**src/rtl/boot_sequencer.sv**
```systemverilog
// Boot/run controller for the single-cycle MIPS core: streams the instruction and
// data images into memory, captures PC/$sp, releases the core and halts it on budget.
module boot_sequencer #(
  parameter int unsigned IMEM_WORDS = 256,
  parameter int unsigned DMEM_WORDS = 256,
  parameter int unsigned RUN_CYCLES = 100
) (
  input  logic        clk_i,
  input  logic        rst_i,
  input  logic        start_i,
  input  logic        in_valid_i,
  input  logic [31:0] in_data_i,
  output logic        in_ready_o,
  output logic        im_we_o,
  output logic [31:0] im_addr_o,
  output logic [31:0] im_data_o,
  output logic        dm_we_o,
  output logic [31:0] dm_addr_o,
  output logic [31:0] dm_data_o,
  output logic [31:0] pc_init_o,
  output logic        pc_load_o,
  output logic [31:0] sp_init_o,
  output logic        sp_load_o,
  output logic        cpu_rst_n_o,
  output logic        cpu_clk_en_o,
  output logic [31:0] cycle_o,
  output logic        done_o,
  output logic        err_o
);

  localparam int unsigned W = 32;

  localparam logic [3:0] S_IDLE    = 4'd0;
  localparam logic [3:0] S_I_PC    = 4'd1;
  localparam logic [3:0] S_I_CNT   = 4'd2;
  localparam logic [3:0] S_I_BODY  = 4'd3;
  localparam logic [3:0] S_D_SP    = 4'd4;
  localparam logic [3:0] S_D_CNT   = 4'd5;
  localparam logic [3:0] S_D_BODY  = 4'd6;
  localparam logic [3:0] S_RELEASE = 4'd7;
  localparam logic [3:0] S_RUN     = 4'd8;
  localparam logic [3:0] S_HALT    = 4'd9;
  localparam logic [3:0] S_ERR     = 4'd10;

  logic [3:0]   r_state, w_state_nxt;
  logic [W-1:0] r_cnt, w_cnt_nxt;
  logic [W-1:0] r_idx, w_idx_nxt;
  logic [W-1:0] r_pc, w_pc_nxt;
  logic [W-1:0] r_sp, w_sp_nxt;
  logic [W-1:0] r_cycle, w_cycle_nxt;
  logic         r_im_we, w_im_we_nxt;
  logic [W-1:0] r_im_addr, w_im_addr_nxt;
  logic [W-1:0] r_im_data, w_im_data_nxt;
  logic         r_dm_we, w_dm_we_nxt;
  logic [W-1:0] r_dm_addr, w_dm_addr_nxt;
  logic [W-1:0] r_dm_data, w_dm_data_nxt;
  logic         r_ready, w_ready_nxt;
  logic         r_pc_load, w_pc_load_nxt;
  logic         r_sp_load, w_sp_load_nxt;
  logic         r_rst_n, w_rst_n_nxt;
  logic         r_clk_en, w_clk_en_nxt;
  logic         r_done, w_done_nxt;
  logic         r_err, w_err_nxt;
  logic         w_xfer;

  assign w_xfer = in_valid_i & r_ready;

  // Next-state, datapath updates and state-decoded outputs (registered below)
  always_comb begin
    w_state_nxt   = r_state;
    w_cnt_nxt     = r_cnt;
    w_idx_nxt     = r_idx;
    w_pc_nxt      = r_pc;
    w_sp_nxt      = r_sp;
    w_cycle_nxt   = r_cycle;
    w_im_we_nxt   = 1'b0;
    w_im_addr_nxt = r_im_addr;
    w_im_data_nxt = r_im_data;
    w_dm_we_nxt   = 1'b0;
    w_dm_addr_nxt = r_dm_addr;
    w_dm_data_nxt = r_dm_data;
    case (r_state)
      S_IDLE: if (start_i) w_state_nxt = S_I_PC;
      S_I_PC: if (w_xfer) begin
        w_pc_nxt    = in_data_i;
        w_state_nxt = S_I_CNT;
      end
      S_I_CNT: if (w_xfer) begin
        w_cnt_nxt = in_data_i;
        w_idx_nxt = '0;
        if (in_data_i > W'(IMEM_WORDS))  w_state_nxt = S_ERR;
        else if (in_data_i == '0)        w_state_nxt = S_D_SP;
        else                             w_state_nxt = S_I_BODY;
      end
      S_I_BODY: if (w_xfer) begin
        w_im_we_nxt   = 1'b1;
        w_im_addr_nxt = r_idx;
        w_im_data_nxt = in_data_i;
        w_idx_nxt     = r_idx + W'(1);
        if (r_idx + W'(1) == r_cnt) w_state_nxt = S_D_SP;
      end
      S_D_SP: if (w_xfer) begin
        w_sp_nxt    = in_data_i;
        w_state_nxt = S_D_CNT;
      end
      S_D_CNT: if (w_xfer) begin
        w_cnt_nxt = in_data_i;
        w_idx_nxt = '0;
        if (in_data_i > W'(DMEM_WORDS))  w_state_nxt = S_ERR;
        else if (in_data_i == '0)        w_state_nxt = S_RELEASE;
        else                             w_state_nxt = S_D_BODY;
      end
      S_D_BODY: if (w_xfer) begin
        w_dm_we_nxt   = 1'b1;
        w_dm_addr_nxt = r_idx << 2;
        w_dm_data_nxt = in_data_i;
        w_idx_nxt     = r_idx + W'(1);
        if (r_idx + W'(1) == r_cnt) w_state_nxt = S_RELEASE;
      end
      S_RELEASE: w_state_nxt = S_RUN;
      S_RUN: begin
        // Saturates only matters when there is no budget to stop at
        if (r_cycle != '1) w_cycle_nxt = r_cycle + W'(1);
        if ((RUN_CYCLES != 0) && (r_cycle + W'(1) == W'(RUN_CYCLES))) w_state_nxt = S_HALT;
      end
      S_HALT: if (start_i) begin
        w_state_nxt = S_I_PC;
        w_cycle_nxt = '0;
      end
      S_ERR:   w_state_nxt = S_ERR;
      default: w_state_nxt = S_IDLE;
    endcase

    w_ready_nxt   = (w_state_nxt == S_I_PC) || (w_state_nxt == S_I_CNT) ||
                    (w_state_nxt == S_I_BODY) || (w_state_nxt == S_D_SP) ||
                    (w_state_nxt == S_D_CNT) || (w_state_nxt == S_D_BODY);
    w_pc_load_nxt = (w_state_nxt == S_RELEASE);
    w_sp_load_nxt = (w_state_nxt == S_RELEASE);
    w_rst_n_nxt   = (w_state_nxt == S_RUN) || (w_state_nxt == S_HALT);
    w_clk_en_nxt  = (w_state_nxt == S_RUN);
    w_done_nxt    = (w_state_nxt == S_HALT);
    w_err_nxt     = (w_state_nxt == S_ERR);
  end

  always_ff @(posedge clk_i or negedge rst_i) begin
    if (!rst_i) begin
      r_state   <= S_IDLE;
      r_cnt     <= '0;
      r_idx     <= '0;
      r_pc      <= '0;
      r_sp      <= '0;
      r_cycle   <= '0;
      r_im_we   <= 1'b0;
      r_im_addr <= '0;
      r_im_data <= '0;
      r_dm_we   <= 1'b0;
      r_dm_addr <= '0;
      r_dm_data <= '0;
      r_ready   <= 1'b0;
      r_pc_load <= 1'b0;
      r_sp_load <= 1'b0;
      r_rst_n   <= 1'b0;
      r_clk_en  <= 1'b0;
      r_done    <= 1'b0;
      r_err     <= 1'b0;
    end else begin
      r_state   <= w_state_nxt;
      r_cnt     <= w_cnt_nxt;
      r_idx     <= w_idx_nxt;
      r_pc      <= w_pc_nxt;
      r_sp      <= w_sp_nxt;
      r_cycle   <= w_cycle_nxt;
      r_im_we   <= w_im_we_nxt;
      r_im_addr <= w_im_addr_nxt;
      r_im_data <= w_im_data_nxt;
      r_dm_we   <= w_dm_we_nxt;
      r_dm_addr <= w_dm_addr_nxt;
      r_dm_data <= w_dm_data_nxt;
      r_ready   <= w_ready_nxt;
      r_pc_load <= w_pc_load_nxt;
      r_sp_load <= w_sp_load_nxt;
      r_rst_n   <= w_rst_n_nxt;
      r_clk_en  <= w_clk_en_nxt;
      r_done    <= w_done_nxt;
      r_err     <= w_err_nxt;
    end
  end

  assign in_ready_o   = r_ready;
  assign im_we_o      = r_im_we;
  assign im_addr_o    = r_im_addr;
  assign im_data_o    = r_im_data;
  assign dm_we_o      = r_dm_we;
  assign dm_addr_o    = r_dm_addr;
  assign dm_data_o    = r_dm_data;
  assign pc_init_o    = r_pc;
  assign pc_load_o    = r_pc_load;
  assign sp_init_o    = r_sp;
  assign sp_load_o    = r_sp_load;
  assign cpu_rst_n_o  = r_rst_n;
  assign cpu_clk_en_o = r_clk_en;
  assign cycle_o      = r_cycle;
  assign done_o       = r_done;
  assign err_o        = r_err;

endmodule

```
**config.mk**
```make
export PLATFORM = sky130hd
export DESIGN_NAME = boot_sequencer
export DESIGN_NICKNAME = d
export VERILOG_FILES = /design/src/rtl/boot_sequencer.sv
export SDC_FILE = /design/constraint.sdc
export NUM_CORES = 1
export LEC_CHECK = 0
export ABC_AREA = 1
export CORE_MARGIN = 2
export CORE_UTILIZATION = 30
export DETAILED_ROUTE_END_ITERATION = 10
export PLACE_DENSITY = 0.6
export SYNTH_ARGS = -nofsm -noshare
export SYNTH_HDL_FRONTEND = slang
export SYNTH_SLANG_ARGS = --single-unit
```
**constraint.sdc**
```tcl
create_clock -name clk_i -period 3.1 [get_ports clk_i]
set_clock_uncertainty 0.1 [all_clocks]
set_input_delay 0.62 -clock clk_i [delete_from_list [all_inputs] [get_ports clk_i]]
set_output_delay 0.62 -clock clk_i [all_outputs]
set_load 0.01 [all_outputs]
```
# Word-level counts from Yosys, hierarchy flattened
# Cells that the tools add are included.
# classes
n_addsub	2
n_mul	0
div_mod_pow	0
n_lt_le_gt_ge	1
eq_ne	27
shift	0
n_mux	24
bitwise	1
reduce_logical	20
# op_table
op	n
32-bit 2-to-1 mux	4
32-bit one-hot mux with 2 select lines	2
32-bit by 1-bit adder with 32-bit output (second input constant)	2
4-bit 2-to-1 mux	12
4-bit one-hot mux with 10 select lines	1
32-bit equality test	1
32-bit by 7-bit equality test with 1-bit output (second input constant)	1
4-bit by 3-bit equality test with 1-bit output (second input constant)	8
32-bit by 9-bit > comparator with 1-bit output (second input constant)	1
32-bit logical NOT	1
32-bit != test (second input constant)	1
4-bit equality test (second input constant)	6
4-bit by 2-bit equality test with 1-bit output (second input constant)	4
2-bit AND reduction	5
4-bit by 1-bit equality test with 1-bit output (second input constant)	2
1-bit logical OR	6
3-bit AND reduction	2
2-bit OR reduction	3
4-bit logical NOT	1
1-bit 2-to-1 mux	4
2-bit by 1-bit != test with 1-bit output (second input constant)	2
2-bit != test (second input constant)	2
2-bit nonzero test	2
3-bit 2-to-1 mux	1
1-bit AND	1
# word_totals
regBits	298
latch_bits	0
ram_bits	0
romBits	0
in_bits	36
out_inout_bits	233
elab_cells	93
memories	0

# Logic depth before layout (Yosys ltp)
# depth
word_depth	11
depth_mapped	19

# Worst setup path after synthesis
# Ideal clock, no wire load.
# synth_timing
kind	reg-to-reg
start	register r_idx[0]
end	register r_ready (netlist: in_ready_o)
setup_time_ns	0.122
t_arrival_ns	2.144
required_ns	2.878
setup_slack_ns	0.734
path_stages_with_launch	19
synth_period_minus_slack_ns	2.366
path_cell_list	dfrtp_1 > ha_1 > nand2_4 > nor2_8 > nand2_4 > nor2_8 > nand2_2 > nand2_2 > nand2_1 > nand2_1 > nand2_1 > nor2_1 > nand2_1 > nor2_2 > nand3_2 > nand2_4 > nand2_4 > nor3_1 > nor2_1
# synth_via
elab_chain_cells	11
word_cells_on_any_way	18
# synth_lines
item	line	rtl
start, declared	47	logic [W-1:0] r_idx, w_idx_nxt;
start signal, assigned	169	r_idx <= w_idx_nxt;
32-bit by 1-bit adder with 32-bit output *	100, 118	
32-bit equality test *	100, 118	
4-bit 2-to-1 mux (on tied branches)	118, 100	
4-bit 2-to-1 mux (on tied branches)	113, 95	
4-bit one-hot mux with 10 select lines *	82	case (r_state)
named net w_state_nxt[1]	45	logic [3:0] r_state, w_state_nxt;
4-bit by 1-bit equality test with 1-bit output / 4-bit by 2-bit equality test with 1-bit output (equally long branches)	134	w_ready_nxt = (w_state_nxt == S_I_PC) || (w_state_nxt == S_I_CNT) ||
1-bit logical OR (2 in series)	134	
1-bit logical OR (2 in series)	135	(w_state_nxt == S_I_BODY) || (w_state_nxt == S_D_SP) ||
1-bit logical OR *	136	(w_state_nxt == S_D_CNT) || (w_state_nxt == S_D_BODY);
named net w_ready_nxt	57	logic r_ready, w_ready_nxt;
end signal, assigned	179	r_ready <= w_ready_nxt;
end, declared	57	
# Mark *: on every way through the listed nets, which the timed path passes. The rest lies on a longest branch.
# A chain may end at the register's enable or synchronous reset.

# Worst setup path after layout
# layout_timing
start	register r_idx[5]
end	register r_ready (netlist: in_ready_o)
# The elaborated chain is that of the path after synthesis.

==> results.yml <==
detailed_routing:
  postRouteAntennaNets: 0
  vias: 13100
  drt_iter0_drc: 858
  routed_wl_um: 50600
  firstDrtPassIters: 5
  vias_per_cell: 4.87
  wire_per_inst_um: 18.8
  route.detailed.drc: 0
floorplan:
  design.core.area_um2: 46300
  die_height_um: 220
  start_util: 0.302
  design.die.area_um2: 48300
  ios: 269
  chipWidth_um: 220
  num_rows: 79
status:
  status: "complete, no violations"
pwr:
  power_frac_comb: 0.345
  p_int_uw: 9890
  leakage_uw: 0.00853
  p_per_area_nw_per_um2: 836
  clockPowerShare: 0.281
  ir_drop_v: 0.000588
  switchingPower_uw: 5860
  finalPower_uw: 15700
  pwr-share-seq: 0.374
  sw_frac_of_total: 0.372
global_routing:
  antenna_found_initial: 5
  grt_pass1_vias: 12800
  globalRouteOverflowTotal: 0
  grt_usage: 0.213
  grt_start_max_net_pins: 68
  grt_pass1_wl_um: 77700
layout:
  fillers: 4710
  nets: 2091
  regArea_um2: 7460
  stdcell_area_um2: 18800
  final_cell_mix: "564 x nand2_1, 298 x dfrtp_1, 265 x clkdlybuf4s50_1, 250 x o21ai_0, 163 x inv_1"
  drive_gt1_frac: 0.0704
  final_common_cell: "nand2_1"
  syn_to_final_growth_pct: 34.9
  multiInputGateArea_um2: 5640
  final_util: 0.407
timing:
  fmax_mhz: 356
  hold_viol_final: 0
  finalSetupViolations: 0
  relSlewSlack: 0.547
  rsz0062_at_grt: "false"
  finalCritPeriodShare: 0.907
  setup_tns_ns: 0
  fin_crit_ns: 2.81
  tightestPinTransition_ns: 0.680
  drv_slew: 0
critical_path:
  startpoint_type: "flop"
  crit_top_cell: "nand2_1"
  worst-path-max-fanout: 5
  cp.required_ns: 3.44
  critPathKind: "reg -> reg"
  crit_family: "simple AND/OR/NAND/NOR gates"
  worstPathArrival_ns: 3.15
  crit_path_end_kind: "flop"
  crit_buf_inv: 0
  critical_path.slowest_cell: "dfrtp_1"
  max_stage_delay_ns: 0.44
  crit_chain: "nand2_1, nor2_4, nand2_1, nor2_1, nand2_1, nand3b_1, nand2_1, nor2_1, nand2_1, nor2_1, nand2_1, nor2_1, nand3_1, nand3_4, nand3_1, nand2_1, nor2_1"
synth:
  synth_edf_count: 0
  netlist-cell-type-count: 37
  synthFlopType: "dfrtp_1"
  yosys_warnings: 0
  synthDominantCellAreaShare: 0.534
  synth_seq_area_share: 0.534
  syn_area_um2: 14000
  yosysTopAreaCell: "dfrtp_1"
  ys_seq_elements: 298
  syn_avg_cell_area_um2: 7.93
  ys_async_sr_fraction: 1.00
  synth_cells: 1760
  yosys-top-cells-area: "dfrtp_1 53%, nand2_1 15%, o21ai_0 9.0%, inv_1 4.4%, nor2_1 4.4%"
placement:
  port_buffers: 266
  post-dp-hpwl_um: 37500
  post_dp_cell_area_um2: 17600
  globalplace.congestion: 0.910
cts:
  clk_latency_ns: 0.56
  cts_root_buf: "clkbuf_16"
  cts_setup_buffers: 0
  cts_tree: "done"
  clk_pin_slew_ns: 0.06
  clockBufferDepth: 3
  htree_levels: 2
  cts_buffers: 37
  cts.sinks: 298
hold_path:
  hold_path.class: "reg -> reg"
run:
  max-cap-violations: 0
worst paths after layout:
path,cells past startpoint,slack (ns),endpoint,startpoint
min in group asynchronous,2,0.54,im_addr_o[8],rst_i
setup reg to reg,17,0.29,in_ready_o,r_idx[5]
hold reg to reg,2,0.38,dm_data_o[11],dm_data_o[11]
setup / recovery,17,0.29,in_ready_o,r_idx[5]
max in group asynchronous,3,1.57,sp_init_o[6],rst_i
hold / removal,2,0.38,dm_data_o[11],dm_data_o[11]
layout make-up:
type,instances,share of cell area
Sequential cell,298,0.396
Multi-Input combinational cell,1231,0.300
Timing Repair Buffer,312,0.164
Clock buffer,48,0.0540
Tap cell,607,0.0403
Inverter,172,0.0345
Clock inverter,14,0.0108
Antenna cell,5,0.000664
registers in the layout, indices dropped and copies added (netlist names), 4 cells and up:
| register | flops |
|---|---|
| cycle_o | 32 |
| dm_data_o | 32 |
| im_addr_o | 32 |
| im_data_o | 32 |
| pc_init_o | 32 |
| r_cnt | 32 |
| r_idx | 32 |
| sp_init_o | 32 |
| dm_addr_o | 30 |
| r_state | 4 |
kinds of logic (layout without fill, tap and decap cells):
| group | after synthesis | after routing | synth area share |
|---|---|---|---|
| adder cells (fa/ha/maj) | 3 | 3 | 0.00269 |
| XOR/XNOR | 15 | 15 | 0.0104 |
| AO/OA/AOI/OAI | 302 | 302 | 0.114 |
| other | 1 | 7 | 0.000269 |
| AND/OR/NAND/NOR | 909 | 909 | 0.275 |
| buffers and inverters | 232 | 546 | 0.0633 |
| flip-flops | 298 | 298 | 0.534 |
synthesized netlist by cell type (all sizes together), types with 5 or more instances:
cell,instances
a22o,5
inv,169
nand2,578
o21ai,252
nor2,176
dfrtp,298
nand3,111
clkbuf,54
nand4,21
nor3,9
o22ai,39
nand3b,9
xor2,13
buf,6
power by group through the flow:
stage	Sequential [µW]	Clock, µW	Combinational (µW)
finish	5890	4430	5430
global route	6030	4730	6040
CTS	5880	4560	5490
detailed placement	5920	0	5460
global placement	5900	0	5390
floorplan	5960	0	2570
metal layers:
layer | vias to the layer above | wire [µm] | track usage
li1 | 6262 | - | -
met5 | - | 0 | 0
met2 | 381 | 23400 | 0.340
met3 | 100 | 3220 | 0.0461
met4 | 0 | 2240 | 0.102
met1 | 6355 | 21700 | 0.276
stage by stage:
stage                     cells  setup slack (ns)  hold slack (ns)
final                      2687             0.288            0.383
after global placement     2619             0.168            0.365
after CTS                  2682             0.315            0.387
after detailed placement   2619             0.162            0.372
after floorplan            1761             0.734            0.224
after global routing       2686            0.0709            0.404
timing repair:
item,4_1_cts,5_1_grt
gates resized for setup,0,2
hold buffers,1,0
endpoints found under the hold margin,61,0
setup endpoints to repair,0,1
worst register-to-register path: stages (launching register included):
cell,delay (ns)
dfrtp_1,0.44
nand2_1,0.20
nor2_4,0.22
nand2_1,0.07
nor2_1,0.31
nand2_1,0.12
nand3b_1,0.13
nand2_1,0.08
nor2_1,0.15
nand2_1,0.10
nor2_1,0.09
nand2_1,0.06
nor2_1,0.19
nand3_1,0.16
nand3_4,0.11
nand3_1,0.09
nand2_1,0.06
nor2_1,0.04
Note: power is estimated with default switching activity, not from simulation.
